**src/rtl/multicycle_controller.sv**
```systemverilog
// Moore-style sequencer for the multicycle RV32I datapath: walks each
// instruction through 3-5 states and drives every datapath select and enable.
module multicycle_controller #(
  parameter int STATE_W = 4
) (
  input  logic               clk,
  input  logic               reset,
  input  logic [6:0]         op,
  input  logic [2:0]         funct3,
  input  logic               funct7b5,
  input  logic               Zero,
  output logic               PCWrite,
  output logic               AdrSrc,
  output logic               MemWrite,
  output logic               IRWrite,
  output logic [1:0]         ResultSrc,
  output logic [1:0]         ALUSrcA,
  output logic [1:0]         ALUSrcB,
  output logic               RegWrite,
  output logic [2:0]         ImmSrc,
  output logic [3:0]         ALUControl,
  output logic               Illegal,
  output logic [STATE_W-1:0] State
);

  typedef enum logic [STATE_W-1:0] {
    FETCH    = 4'd0,
    DECODE   = 4'd1,
    MEMADR   = 4'd2,
    MEMREAD  = 4'd3,
    MEMWB    = 4'd4,
    MEMWRITE = 4'd5,
    EXECR    = 4'd6,
    EXECI    = 4'd7,
    ALUWB    = 4'd8,
    BRANCH   = 4'd9,
    JAL      = 4'd10,
    JALR     = 4'd11,
    JALRWB   = 4'd12,
    LUI      = 4'd13
  } state_t;

  typedef enum logic [1:0] {
    ALUOP_ADD,
    ALUOP_SUB,
    ALUOP_FUNCT
  } aluop_t;

  state_t state, nextState;
  aluop_t aluOp;
  logic   pcWriteRaw, memWriteRaw, irWriteRaw, regWriteRaw, illegalRaw;

  always_ff @(posedge clk or posedge reset) begin
    if (reset) state <= FETCH;
    else       state <= nextState;
  end

  always_comb begin
    nextState   = FETCH;
    pcWriteRaw  = 1'b0;
    AdrSrc      = 1'b0;
    memWriteRaw = 1'b0;
    irWriteRaw  = 1'b0;
    ResultSrc   = 2'b00;
    ALUSrcA     = 2'b00;
    ALUSrcB     = 2'b00;
    regWriteRaw = 1'b0;
    aluOp       = ALUOP_ADD;
    illegalRaw  = 1'b0;
    case (state)
      FETCH: begin
        nextState  = DECODE;
        irWriteRaw = 1'b1;
        ALUSrcB    = 2'b10;
        ResultSrc  = 2'b10;
        pcWriteRaw = 1'b1;
      end
      DECODE: begin
        // PC-relative target is precomputed here so BRANCH can use ALUOut
        ALUSrcA = 2'b01;
        ALUSrcB = 2'b01;
        case (op)
          7'b0000011, 7'b0100011: nextState = MEMADR;
          7'b0110011:             nextState = EXECR;
          7'b0010011:             nextState = EXECI;
          7'b1100011:             nextState = BRANCH;
          7'b1101111:             nextState = JAL;
          7'b1100111:             nextState = JALR;
          7'b0110111:             nextState = LUI;
          default: begin
            nextState  = FETCH;
            illegalRaw = 1'b1;
          end
        endcase
      end
      MEMADR: begin
        nextState = op[5] ? MEMWRITE : MEMREAD;
        ALUSrcA   = 2'b10;
        ALUSrcB   = 2'b01;
      end
      MEMREAD: begin
        nextState = MEMWB;
        AdrSrc    = 1'b1;
      end
      MEMWB: begin
        ResultSrc   = 2'b01;
        regWriteRaw = 1'b1;
      end
      MEMWRITE: begin
        AdrSrc      = 1'b1;
        memWriteRaw = 1'b1;
      end
      EXECR: begin
        nextState = ALUWB;
        ALUSrcA   = 2'b10;
        aluOp     = ALUOP_FUNCT;
      end
      EXECI: begin
        nextState = ALUWB;
        ALUSrcA   = 2'b10;
        ALUSrcB   = 2'b01;
        aluOp     = ALUOP_FUNCT;
      end
      ALUWB: regWriteRaw = 1'b1;
      BRANCH: begin
        ALUSrcA    = 2'b10;
        aluOp      = ALUOP_SUB;
        pcWriteRaw = (funct3[2:1] == 2'b00) && (Zero ^ funct3[0]);
      end
      JAL: begin
        nextState  = ALUWB;
        ALUSrcA    = 2'b01;
        ALUSrcB    = 2'b10;
        pcWriteRaw = 1'b1;
      end
      JALR: begin
        nextState  = JALRWB;
        ALUSrcA    = 2'b10;
        ALUSrcB    = 2'b01;
        ResultSrc  = 2'b10;
        pcWriteRaw = 1'b1;
      end
      JALRWB: begin
        ALUSrcA     = 2'b01;
        ALUSrcB     = 2'b10;
        ResultSrc   = 2'b10;
        regWriteRaw = 1'b1;
      end
      LUI: begin
        nextState = ALUWB;
        ALUSrcA   = 2'b11;
        ALUSrcB   = 2'b01;
      end
      default: nextState = FETCH;
    endcase
  end

  always_comb begin
    ALUControl = 4'b0000;
    case (aluOp)
      ALUOP_ADD: ALUControl = 4'b0000;
      ALUOP_SUB: ALUControl = 4'b0001;
      default: begin
        case (funct3)
          3'b000:  ALUControl = (op[5] & funct7b5) ? 4'b0001 : 4'b0000;
          3'b001:  ALUControl = 4'b0110;
          3'b010:  ALUControl = 4'b0101;
          3'b011:  ALUControl = 4'b1001;
          3'b100:  ALUControl = 4'b0100;
          3'b101:  ALUControl = funct7b5 ? 4'b1000 : 4'b0111;
          3'b110:  ALUControl = 4'b0011;
          default: ALUControl = 4'b0010;
        endcase
      end
    endcase
  end

  always_comb begin
    ImmSrc = 3'b000;
    case (op)
      7'b0100011: ImmSrc = 3'b001;
      7'b1100011: ImmSrc = 3'b010;
      7'b1101111: ImmSrc = 3'b011;
      7'b0110111: ImmSrc = 3'b100;
      default:    ImmSrc = 3'b000;
    endcase
  end

  // Reset masks the enables directly so FETCH's PC/IR loads cannot fire while held
  assign PCWrite  = pcWriteRaw  & ~reset;
  assign MemWrite = memWriteRaw & ~reset;
  assign IRWrite  = irWriteRaw  & ~reset;
  assign RegWrite = regWriteRaw & ~reset;
  assign Illegal  = illegalRaw  & ~reset;
  assign State    = state;

endmodule

```
**config.mk**
```make
export PLATFORM = sky130hd
export DESIGN_NAME = multicycle_controller
export DESIGN_NICKNAME = d
export VERILOG_FILES = /design/src/rtl/multicycle_controller.sv
export SDC_FILE = /design/constraint.sdc
export NUM_CORES = 1
export LEC_CHECK = 0
export CORE_MARGIN = 2
export CORE_UTILIZATION = 30
export DETAILED_ROUTE_END_ITERATION = 10
export GPL_TIMING_DRIVEN = 0
export PLACE_DENSITY = 0.73
export RECOVER_POWER = 50
export SETUP_SLACK_MARGIN = 0.1
export SYNTH_ARGS = -nofsm -noshare
export SYNTH_HDL_FRONTEND = slang
export SYNTH_SLANG_ARGS = --single-unit
```
**constraint.sdc**
```tcl
create_clock -name clk -period 2.1 [get_ports clk]
set_clock_uncertainty 0.15 [all_clocks]
set_input_delay 0.21 -clock clk [delete_from_list [all_inputs] [get_ports clk]]
set_output_delay 0.21 -clock clk [all_outputs]
set_load 0.01 [all_outputs]
```
======== After elaboration in Yosys (flattened, before gate mapping) ========
Index checks and enable logic that the tools add are counted.
W data, S select, Z words.
word-level totals
  input bits .............................. 14
  register bits after elaboration ......... 4
  output and inout port bits .............. 23
cells by class
  multiplexer cells ....................... 19
  reductions and logical operators ........ 17
  eq/ne operators ......................... 28
  bitwise logic cells ..................... 8
operators by type and width
  operator              count
  $pmux W4 S7           2
  $eq A4 B4 Y1 const B  6
  $pmux W4 S6           1
  $eq A7 B6 Y1 const B  3
  $eq A7 B7 Y1 const B  3
  $eq A4 B3 Y1 const B  4
  $reduce_or A3 Y1      5
  $pmux W2 S2           3
  $pmux W3 S4           1
  $reduce_or A5 Y1      2
  $eq A3 B3 Y1 const B  3
  $eq A4 B2 Y1 const B  2
  $pmux W4 S2           1
  $reduce_or A8 Y1      1
  $eq A7 B2 Y1 const B  1
  $eq A7 B5 Y1 const B  1
  $mux W1               7
  $and A1 B1 Y1         6
  $eq A3 B2 Y1 const B  2
  $pmux W2 S3           1
  $reduce_or A2 Y1      3
  $eq A4 B1 Y1 const B  1
  $logic_not A2 Y1      2
  $logic_not A4 Y1      1
  10 further kinds      10

======== Depth between registers and ports, before layout ========
  word-level depth ........................ 5
  gate-level depth with buffers ........... 5

======== Least setup slack after synthesis ========
Ideal clock, no wire load.
  path kind ............................... flip-flop to output port
  start point ............................. register state[2], in the netlist State[2]
  end point ............................... output port ALUControl[2]
  slack ................................... 0.312 ns
  arrival ................................. 1.428 ns
  buffers on the path ..................... 1
  stages on the path, launching flop included .. 4
  cells stage by stage .................... dfrtp_1 -> buf_2 -> nand3b_1 -> a2111oi_0
on the way
  cells in the longest elaborated chain, start to end .. 5
  elaborated cells between the ends (all ways) .. 8
  those cells by class .................... eq/ne (4); mux (2); reduce/logical (2)
ends and longest elaborated chain
  what                                              line  source
  start: declaration                                49    state_t state, nextState;
  start signal: assignment                          55    else state <= nextState;
  $eq A4 B3 Y1                                      70    case (state)
  $reduce_or A2 Y1 (no source line)                 n/a
  $pmux W2 S2 *                                     70
  $eq A2 B1 Y1 or $logic_not A2 Y1 (tied branches)  160   case (aluOp)
  $pmux W4 S2 *                                     160
  end: declaration                                  21    output logic [3:0] ALUControl,
Mark *: on every way between the ends. The rest lies on a longest branch, timed or not.

======== Worst setup path after layout ========
  start point ............................. register state[3], in the netlist State[3]
  end point ............................... output port PCWrite
on the way
  cells in the longest elaborated chain, start to end .. 4
  elaborated cells between the ends (all ways) .. 7
  those cells by class .................... eq/ne (3); mux (1); bitwise (1); reduce/logical (2)
ends and longest elaborated chain
  what                                              line  source
  $eq A4 B4 Y1 or $logic_not A4 Y1 (tied branches)  70
  $reduce_or A3 Y1 (no source line)                 n/a
  $pmux W1 S2 *                                     70
  $and A1 B1 Y1 *                                   190   assign PCWrite = pcWriteRaw & ~reset;
  end: declaration                                  12    output logic PCWrite,
Marks and branches as above.

==> metrics.cfg <==
[cells_and_area]
multiInputGateArea_sq_um = 572
largest_reg_flops = 4
diodes = 0
regArea_sq_um = 101
fin_area_sq_um = 1120
n_fill_cell = 235
post-route-util = 0.513
final_cells = 176
fin_nets = 164
drive_gt1_frac = 0.203
syn_to_final_growth_pct = 64.5

[drt]
wl_met1_um = 887
via_per_inst = 5.48
drtIter0Drc = 19
drcViolationCount = 0
drtAntennaViolNets = 0
highest_layer = met4
wl_met2_um = 1110
vias = 964
finalWirelength_um = 2240
route.met3.wl_um = 180
wl_per_cell_um = 12.7
drt-pass1-iter-count = 4

[timing]
tightestPinTransition_ps = 349
relSlewSlack = 0.764
slew_viol_final = 0
finalHoldViolCount = 0
whs_ps = 204
min_period_over_period = 0.939
setup_violations = 0
rsz0062_at_grt = yes
clock.fmax_mhz = 507
period_needed_ps = 1970

[worst_setup_path]
path_cells = clkbuf_8 -> nor3_2 -> a21oi_1 -> o22a_1 -> nor2_1 -> dlygate4sd2_1
cp-start-kind = flip-flop
critPathRequiredTime_ps = 1740
critical_path_class = reg2out
cp-end-kind = primary output
cp_num_buf_inv = 2
worstPathArrival_ps = 1610
path_max_fanout = 10
crit_slowest_cell = dfrtp_1
critPathTopFamily = buffers and inverters
critical-path-max-stage-delay_ps = 450

[yosys]
yosysMostFrequentCell = nor2_1
synth_top_cell_by_area = dfrtp_1
synth_cell_types = 36
syn-instance-count = 109
syn_area_sq_um = 683
avgSynthCellArea_sq_um = 6.27
syn_nets = 123
ys_seq_area_frac = 0.147
ys_top_cells_by_count = 13 x nor2_1, 12 x nand2_1, 12 x nor3_1
synth-main-ff-cell = dfrtp_1
synth_edf_count = 0
ys_warn_count = 0
ys_top_cells_by_area = dfrtp_1 15%, nor3_1 8.8%, nor2_1 7.1%
async_flop_share = 1.00
ys_ff_latch = 4
synth_top_area_frac = 0.147

[cts]
clk_pin_slew_ps = 40
h-tree-depth = 1
cts_buffer_depth = 2
cts_made_buffers = 3
cts_hold_buf = 0
clk_latency_ps = 260
root_buffer = clkbuf_4
cts_sinks = 4
cts_tree = done

[global_route]
grt_pass1_vias = 841
grt_usage = 0.178
grt_max_degree = 11
grt_remaining_overflow = 0
grt_pass1_wl_um = 3510
antenna_found_initial = 0

[power_and_ir_drop]
irDropWorstVdd_v = 0.000240
p_leak_nw = 0.508
internal_power_mw = 0.365
combPwrFrac = 0.684
power_density_nw_per_um2 = 586
swShare = 0.445
seq_power_share = 0.155
power_frac_clock = 0.161
power.total_mw = 0.659
power_switching_mw = 0.293

[outcome]
outcome = finished clean

[placement]
gp_congestion = 0.786
dp_hpwl_um = 1640
place_area_sq_um = 1060
dp.cells = 171
port_buffers = 34

[floorplanning]
die_height_um = 51.7
dieWidth_um = 51.7
dieArea_sq_um = 2670
initial_utilization = 0.312
num_rows = 17
design.core.area_sq_um = 2190
io_pins = 37

[job]
cap_viol_max_count = 0

[worst_hold_path]
min-delay-path-class = in2reg

[cell usage in the layout, fill, tap and decap left out, types with 2 or more instances in the layout]
| cell | synthesis | final |
|---|---|---|
| dlygate4sd2_1 | 0 | 16 |
| nor2_1 | 13 | 12 |
| nand2_1 | 12 | 12 |
| nor3_1 | 12 | 10 |
| a21oi_1 | 7 | 7 |
| o21ai_0 | 7 | 7 |
| clkbuf_2 | 1 | 5 |
| inv_1 | 5 | 5 |
| clkbuf_4 | 0 | 5 |
| dlygate4sd3_1 | 0 | 5 |
| buf_4 | 1 | 4 |
| nor2b_1 | 6 | 4 |
| clkdlybuf4s50_1 | 0 | 4 |
| dfrtp_1 | 4 | 3 |
| nand2b_1 | 4 | 3 |
| xnor2_1 | 3 | 3 |
| nand3_1 | 2 | 2 |
| nor2b_2 | 0 | 2 |
| nor4_1 | 2 | 2 |
| nand3b_1 | 2 | 2 |
| or2_2 | 2 | 2 |
| o22ai_1 | 2 | 2 |
| or3_1 | 2 | 2 |
| o2bb2ai_1 | 2 | 2 |
| nor3_2 | 1 | 2 |
| clkdlybuf4s15_2 | 0 | 2 |
[metal layers]
metal,vias to the layer above,global-route usage
li1,477,-
met1,436,0.183
met2,44,0.308
met3,7,0.0489
met4,0,0.127
met5,-,0
[layout make-up]
cell class              count  area share
repair buffers             36       0.280
plain buffers               7      0.0535
flip-flops and latches      4      0.0902
multi-input cells          93       0.509
inverters                   5      0.0167
clock buffers               3      0.0200
well taps                  28      0.0312
[power groups by stage]
stage / logic [mW] / clock network [mW] / registers, mW
after global routing: 0.496 / 0.110 / 0.104
after floorplan: 0.244 / 0 / 0.106
after global placement: 0.471 / 0 / 0.102
after detailed placement: 0.476 / 0 / 0.103
after CTS: 0.453 / 0.104 / 0.103
final: 0.451 / 0.106 / 0.102
[cell families after synthesis]
group / count (synthesis) / share of synthesized area
and+or+nand+nor: 63 / 0.480
DFF: 4 / 0.147
AOI/OAI and AO/OA: 27 / 0.256
buffers and inverters: 12 / 0.0788
xor gates and xnor gates: 3 / 0.0385
[stage by stage]
step | setup slack (ps) | setup TNS [ps]
after global routing | 2.00 | 0
final | 128 | 0
after floorplan | 312 | 0
after detailed placement | -238 | -1160
after CTS | 98.8 | 0
after global placement | -236 | -1040
[tightest hold or removal path: stages]
cell            delay (ps)
dlymetal6s2s_1         160
inv_1                  100
o41ai_1                100
[path summary, 6_finish.rpt]
path | cells past startpoint | slack (ps) | end | start
worst min-delay path | 3 | 200 | State[2]$_DFF_PP0_ | op[4]
min in group asynchronous | 2 | 280 | State[3]$_DFF_PP0_ | reset
max in group asynchronous | 2 | 1370 | State[2]$_DFF_PP0_ | reset
worst max-delay path | 6 | 130 | PCWrite | State[3]$_DFF_PP0_
worst min register to register | 2 | 540 | State[1]$_DFF_PP0_ | State[2]$_DFF_PP0_
worst max register to register | 4 | 580 | State[2]$_DFF_PP0_ | State[3]$_DFF_PP0_
[repair_timing]
item | in CTS | in global routing
pin swaps | 0 | 1
resized for setup | 44 | 16
setup buffers | 1 | 1
endpoints found under the setup margin | 19 | 8
No activity file was read; power rests on OpenSTA's default activity.
